## src/rtl/clk_div_multi_pkg.sv

```systemverilog
// Shared constants for the multi-channel clock divider.
package clk_div_multi_pkg;

    localparam int unsigned CLK_DIV_MIN     = 2;
    localparam int unsigned CLK_DIV_DEFAULT = 4;

endpackage

```

## src/rtl/clk_div_ch.sv

```systemverilog
// One divider channel: period counter, live and shadow divisor, registered dclk/tick.
module clk_div_ch
    import clk_div_multi_pkg::*;
#(
    parameter int unsigned CNT_W       = 8,
    parameter int unsigned DEFAULT_DIV = CLK_DIV_DEFAULT
) (
    input  logic             clk,
    input  logic             rst,
    input  logic             en,
    input  logic             wr_en,
    input  logic [CNT_W-1:0] wr_div,
    output logic             dclk,
    output logic             tick,
    output logic             busy
);

    localparam logic [CNT_W-1:0] DIV_RST = CNT_W'(DEFAULT_DIV);
    localparam logic [CNT_W-1:0] ONE     = CNT_W'(1);

    logic [CNT_W-1:0] r_cnt;
    logic [CNT_W-1:0] r_div;
    logic [CNT_W-1:0] r_shadow;
    logic             r_pending;
    logic             r_active;
    logic             r_dclk;
    logic             r_tick;

    logic             w_wrap;
    logic             w_apply;
    logic [CNT_W-1:0] w_cnt_inc;
    logic [CNT_W-1:0] w_half;

    assign w_wrap    = r_active && (r_cnt == (r_div - ONE));
    assign w_cnt_inc = r_cnt + ONE;
    assign w_half    = r_div >> 1;
    // Shadow only reaches the live divisor at a period boundary or while stopped.
    assign w_apply   = r_pending && (!en || w_wrap);

    always_ff @(posedge clk or posedge rst) begin
        if (rst) begin
            r_cnt     <= '0;
            r_div     <= DIV_RST;
            r_shadow  <= DIV_RST;
            r_pending <= 1'b0;
            r_active  <= 1'b0;
            r_dclk    <= 1'b0;
            r_tick    <= 1'b0;
        end else begin
            if (!en) begin
                r_cnt    <= '0;
                r_active <= 1'b0;
                r_dclk   <= 1'b0;
                r_tick   <= 1'b0;
            end else if (!r_active || w_wrap) begin
                r_active <= 1'b1;
                r_cnt    <= '0;
                r_dclk   <= 1'b1;
                r_tick   <= 1'b1;
            end else begin
                r_cnt  <= w_cnt_inc;
                r_dclk <= (w_cnt_inc < w_half);
                r_tick <= 1'b0;
            end

            if (w_apply) begin
                r_div <= r_shadow;
            end

            // A write on the apply edge becomes the next pending value.
            if (wr_en) begin
                r_shadow  <= wr_div;
                r_pending <= 1'b1;
            end else if (w_apply) begin
                r_pending <= 1'b0;
            end
        end
    end

    assign dclk = r_dclk;
    assign tick = r_tick;
    assign busy = r_pending;

endmodule

```

## src/rtl/clk_div_multi.sv

```systemverilog
// Multi-channel clock divider: write decode, range check, and per-channel dividers.
module clk_div_multi
    import clk_div_multi_pkg::*;
#(
    parameter int unsigned N_CH        = 2,
    parameter int unsigned CNT_W       = 8,
    parameter int unsigned DEFAULT_DIV = CLK_DIV_DEFAULT,
    parameter int unsigned CH_W        = (N_CH > 1) ? $clog2(N_CH) : 1
) (
    input  logic             clk,
    input  logic             rst,
    input  logic [N_CH-1:0]  en,
    input  logic             div_we,
    input  logic [CH_W-1:0]  div_ch,
    input  logic [CNT_W-1:0] div_in,
    output logic             div_err,
    output logic [N_CH-1:0]  dclk,
    output logic [N_CH-1:0]  tick,
    output logic [N_CH-1:0]  busy
);

    localparam logic [CNT_W-1:0] DIV_MIN_L = CNT_W'(CLK_DIV_MIN);
    localparam logic [CH_W:0]    N_CH_L    = (CH_W + 1)'(N_CH);

    logic            r_div_err;
    logic            w_legal;
    logic [N_CH-1:0] w_we;

    assign w_legal = ({1'b0, div_ch} < N_CH_L) && (div_in >= DIV_MIN_L);

    always_ff @(posedge clk or posedge rst) begin
        if (rst) begin
            r_div_err <= 1'b0;
        end else begin
            r_div_err <= div_we && !w_legal;
        end
    end

    assign div_err = r_div_err;

    for (genvar i = 0; i < N_CH; i++) begin : g_ch
        assign w_we[i] = div_we && w_legal && (div_ch == CH_W'(i));

        clk_div_ch #(
            .CNT_W       (CNT_W),
            .DEFAULT_DIV (DEFAULT_DIV)
        ) u_ch (
            .clk    (clk),
            .rst    (rst),
            .en     (en[i]),
            .wr_en  (w_we[i]),
            .wr_div (div_in),
            .dclk   (dclk[i]),
            .tick   (tick[i]),
            .busy   (busy[i])
        );
    end

endmodule
```

## config.mk

```make
export PLATFORM = sky130hd
export DESIGN_NAME = clk_div_multi
export DESIGN_NICKNAME = d
export VERILOG_FILES = /design/src/rtl/clk_div_multi_pkg.sv /design/src/rtl/clk_div_ch.sv /design/src/rtl/clk_div_multi.sv
export SDC_FILE = /design/constraint.sdc
export NUM_CORES = 1
export LEC_CHECK = 0
export BUFFER_PORTS_ARGS = -buffer_cell sky130_fd_sc_hd__buf_2
export CAP_MARGIN = 20
export CORE_UTILIZATION = 25
export CTS_BUF_LIST = sky130_fd_sc_hd__clkbuf_16
export DETAILED_ROUTE_END_ITERATION = 10
export GPL_TIMING_DRIVEN = 1
export PLACE_DENSITY = 0.47
export SLEW_MARGIN = 20
export SYNTH_ARGS = -nofsm -noshare
export SYNTH_HDL_FRONTEND = slang
export SYNTH_SLANG_ARGS = --single-unit
```

## constraint.sdc

```tcl
create_clock -name clk -period 6.4 [get_ports clk]
set_clock_uncertainty 0.2 [all_clocks]
set_input_delay 0.32 -clock clk [delete_from_list [all_inputs] [get_ports clk]]
set_output_delay 0.32 -clock clk [all_outputs]
set_load 0.02 [all_outputs]
```

======== Word-level counts from Yosys, hierarchy flattened ========
Index checks and enable logic that the tools add are counted.
cells by class
  reductions and logical operators ........ 19
  shift operators ......................... 0
  eq/ne operators ......................... 4
  $mul .................................... 0
  bitwise gates (word level) .............. 1
  mux-type cells .......................... 20
  $add $sub $neg .......................... 4
  magnitude comparators ................... 3
  div/mod/pow operators ................... 0
operators by type and width
  cell                   count
  $mux W8                4
  $add A8 B1 Y8 const B  2
  $eq A8 B8 Y1           2
  $lt A8 B7 Y1           2
  $mux W1                16
  $sub A8 B1 Y8 const B  2
  $ge A8 B2 Y1 const B   1
  $logic_and A1 B1 Y1    8
  $logic_not A1 Y1       5
  $logic_or A1 B1 Y1     4
  $ne A2 B1 Y1 const B   2
  $reduce_bool A2 Y1     2
  $not A1 Y1             1
storage, ports and cells
  memories kept ........................... 0
  logic and storage cells ................. 66
  register bits after elaboration ......... 57
  bits in writable memories ............... 0
  output and inout bits ................... 7
  memory bits (read-only) ................. 0
  latch bits .............................. 0

======== Logic depth before layout (Yosys ltp) ========
  depth in word-level cells ............... 7
  mapped depth ............................ 9

======== Cells and area by module ========
From an unflattened synthesis, not the netlist that was laid out.
second synthesis, totals
  cells, all modules ...................... 299
  area, all modules ....................... 3,291.9 µm²
by module, submodules not included
  module                     cells an instance  instances  area each (µm²)
  clk_div_ch (g_ch[0].u_ch)  154                1          1,689.1
  clk_div_ch (g_ch[1].u_ch)  136                1          1,530.2
  clk_div_multi              9                  1          72.6

======== Worst setup path before layout ========
Ideal clock, no wire load.
  path type ............................... register to register
  start point ............................. register g_ch[0].u_ch.r_div[3]
  end point ............................... register g_ch[0].u_ch.r_div[0]
  slack ................................... 3,819 ps
  library setup time ...................... 125 ps
  arrival time ............................ 2,256 ps
  required time ........................... 6,075 ps
  stages on the path, launching flop included .. 7
  path through ............................ dfrtp_1 -> or3_4 -> or3b_1 -> xnor2_2 -> and3_2 -> a32oi_4 -> mux2_2
between the ends
  longest elaborated chain between the ends .. 5
RTL lines
  what                      line              source
  start: declaration        clk_div_ch.sv:22  logic [CNT_W-1:0] r_div;
  start signal: assignment  clk_div_ch.sv:67  r_div <= r_shadow;
  $sub A8 B1 Y8             clk_div_ch.sv:34  assign w_wrap = r_active && (r_cnt == (r_div - ONE));
  $eq A8 B8 Y1              clk_div_ch.sv:34
  $logic_and A1 B1 Y1       clk_div_ch.sv:34
  $logic_or A1 B1 Y1        clk_div_ch.sv:38  assign w_apply = r_pending && (!en || w_wrap);
  $logic_and A1 B1 Y1       clk_div_ch.sv:38
No other way between the ends.
A chain may end at the register's enable or synchronous reset.

======== Worst setup path after layout ========
  start point ............................. register g_ch[1].u_ch.r_div[0]
  end point ............................... register g_ch[1].u_ch.r_div[5]
between the ends
  longest elaborated chain between the ends .. 5
RTL lines
  what                      line
  start: declaration        clk_div_ch.sv:22
  start signal: assignment  clk_div_ch.sv:67
  $sub A8 B1 Y8             clk_div_ch.sv:34
  $eq A8 B8 Y1              clk_div_ch.sv:34
  $logic_and A1 B1 Y1       clk_div_ch.sv:34
  $logic_or A1 B1 Y1        clk_div_ch.sv:38
  $logic_and A1 B1 Y1       clk_div_ch.sv:38
No other way between the ends.

==> results_dict.tcl <==
set metrics [dict create \
    run_status "finished, violations left" \
    violations "hold timing" \
    ys_types 48 \
    die_x_um 114 \
    grt_overflow 0 \
    critPathKind "register to register" \
    setup_viol 0 \
    antennaDiodeCount 0 \
    dp_hpwl_um 4570 \
    synth_top_area_cell "dfrtp_1" \
    cts_root_buf "clkbuf_16" \
    drt_pre_antenna_iters 4 \
    initial_utilization 0.259 \
    fin_crit_ns 2.99 \
    area_delta_synth_final_pct 17.3 \
    max_cap_violations 0 \
    num_rows 40 \
    rsz0062_at_grt "false" \
    post_drt_via_cell_ratio 4.27 \
    worst_slew_pin_slew_ns 0.817 \
    clk_path_buf_depth 2 \
    ys_ff_latch 57 \
    grt_pass1_vias 2043 \
    cp-end-kind "register" \
    synth_edf_count 0 \
    drt-total-wl_um 6230 \
    cts.repair.resized 0 \
    fin_hold_ws_ns -0.0116 \
    grt_pass1_wl_um 10400 \
    syn_area_um2 3150 \
    cts_tree "built" \
    ant_nets 0 \
    drc 0 \
    max_freq_ghz 0.335 \
    crit_path_max_fanout 8 \
    stdcell_area_um2 3700 \
    holdBufCountCts 2 \
    ir_worst_vdd_mv 0.118 \
    clk-insertion-delay-late_ns 0.32 \
    crit_arrival_ns 2.98 \
    avgRoutedWirePerCell_um 13.0 \
    leakagePower_uw 0.00173 \
    nNetsFinal 335 \
    async_reset_ff_frac 1.00 \
    clk_pin_slew_ns 0.05 \
    via_count 2041 \
    synthTopCellsByCount "dfrtp_1 (53), mux2_2 (23), inv_1 (22)" \
    startpoint_type "register" \
    post-route-period-util 0.467 \
    drtIter0Drc 112 \
    avgSynthCellArea_um2 11.2 \
    io_pins 21 \
    yosysWarnings 0 \
    synth_nets 312 \
    report.final.slew_viol_count 0 \
    synth_ff_type "dfrtp_1" \
    synthCells 282 \
    core_area_um2 12200 \
    postCtsSetupRepairBufs 0 \
    numCtsBuffers 9 \
    grt_use_total 0.106 \
    grt_max_degree 58 \
    ys_top_cells_by_area "dfrtp_1 (42%), mux2_2 (8.2%), ha_1 (6.3%)" \
    final_layout_size_suffix_gt1_frac 0.252 \
    worst_ep_required_time_ns 6.40 \
    gp_congestion 0.792 \
    maxSlewHeadroom 0.453 \
    hp-class "input port to async pin" \
    synth_top_area_share 0.420 \
    nFillCells 1261 \
    powerDensity_nw_per_um2 330 \
    yosysMostFrequentCell "dfrtp_1" \
    yosysSeqAreaShare 0.454 \
    final_core_util 0.304 \
    antenna_found_initial 0 \
    placed_area_um2 3400 \
    io_buffers 20 \
    cts.sinks 57 \
    final_hold_viol_count 4 \
    die_area_um2 13100 \
    fin_tns_setup_ns 0 \
    die_h_um 114 \
    cts_max_level 3 \
]
==> layer usage <==
layer | track usage | routed length, µm | share of wire | vias to the layer above
li1 | - | - | - | 1019
met1 | 0.159 | 3470 | 0.56 | 974
met3 | 0.0212 | 236 | 0.038 | 9
met4 | 0.0597 | 129 | 0.021 | 0
met2 | 0.138 | 2390 | 0.38 | 39
met5 | 0 | 0 | 0 | -
==> stage by stage <==
stage,setup WS [ns],instances,power (µW),hold slack (ns)
after floorplan,3.82,282,709,0.218
after global placement,3.42,460,771,0.292
after detailed placement,3.37,460,778,0.298
after CTS,3.34,478,1240,0.0223
after global routing,3.00,478,1300,0.0556
final,3.41,478,1220,-0.0116
==> report_power, final <==
part           internal, µW  switching, µW
combinational           148            138
sequential              420           63.6
clock                   294            157
total                   862            359
==> path summary, 6_finish.rpt <==
kind / endpoint / slack (ns) / from / cells after the start
max: g_ch[1].u_ch.r_div[5] / 3.41 / g_ch[1].u_ch.r_div[0] / 5
min: g_ch[1].u_ch.dclk / -0.01 / rst / 3
max reg2reg: g_ch[1].u_ch.r_div[5] / 3.41 / g_ch[1].u_ch.r_div[0] / 5
min reg2reg: g_ch[1].u_ch.r_div[0] / 0.30 / g_ch[1].u_ch.r_shadow[0] / 1
max in group asynchronous: g_ch[0].u_ch.r_cnt[0] / 5.50 / rst / 3
min in group clk: div_err / 0.03 / div_we / 3
==> worst max-delay path, stage by stage, from the launching register on <==
cell and delay, ns:
dfrtp_1 0.42, nor3_1 0.55, a31oi_1 0.19, a2111oi_1 0.57, a41o_1 0.59, mux2_4 0.34
==> area by class of cell <==
type | instances | area, µm² | area share
tap | 168 | 210 | 0.0568
sequential | 57 | 1430 | 0.387
clock inverter | 7 | 55.1 | 0.0149
clock buffer | 9 | 225 | 0.0609
inverter | 22 | 82.6 | 0.0223
multi-input combinational | 192 | 1570 | 0.424
timing repair buffer | 23 | 128 | 0.0345
==> cells in the final DEF, fill, tap and decap left out, types with 7 or more instances in the layout <==
| cell type | netlist | layout |
|---|---|---|
| nor2_1 | 15 | 15 |
| xor2_1 | 14 | 14 |
| nor2b_1 | 16 | 16 |
| xnor2_1 | 15 | 15 |
| mux2_2 | 23 | 23 |
| dfrtp_1 | 53 | 53 |
| mux2_4 | 9 | 9 |
| ha_1 | 16 | 16 |
| nand3_1 | 8 | 8 |
| nand2_1 | 9 | 9 |
| clkbuf_16 | 0 | 9 |
| inv_1 | 22 | 24 |
| buf_2 | 0 | 20 |
| o21ai_0 | 7 | 7 |
==> flip-flops by register name, indices dropped and copies added, names as in the netlist <==
register / cells
g_ch.u_ch.r_cnt: 16
g_ch.u_ch.r_active: 2
g_ch.u_ch.r_div: 16
g_ch.u_ch.r_shadow: 16
g_ch.u_ch.tick: 2
g_ch.u_ch.busy: 2
g_ch.u_ch.dclk: 2
div_err: 1
==> cell families after synthesis <==
| family | Yosys count | share of synthesized area |
|---|---|---|
| AOI/OAI and AO/OA | 35 | 0.0849 |
| DFF | 57 | 0.454 |
| muxes | 32 | 0.125 |
| buffers and inverters | 33 | 0.0488 |
| and+or+nand+nor | 79 | 0.138 |
| xor gates and xnor gates | 30 | 0.0857 |
| adders and majority gates | 16 | 0.0635 |
No activity file was read; power rests on OpenSTA's default activity.
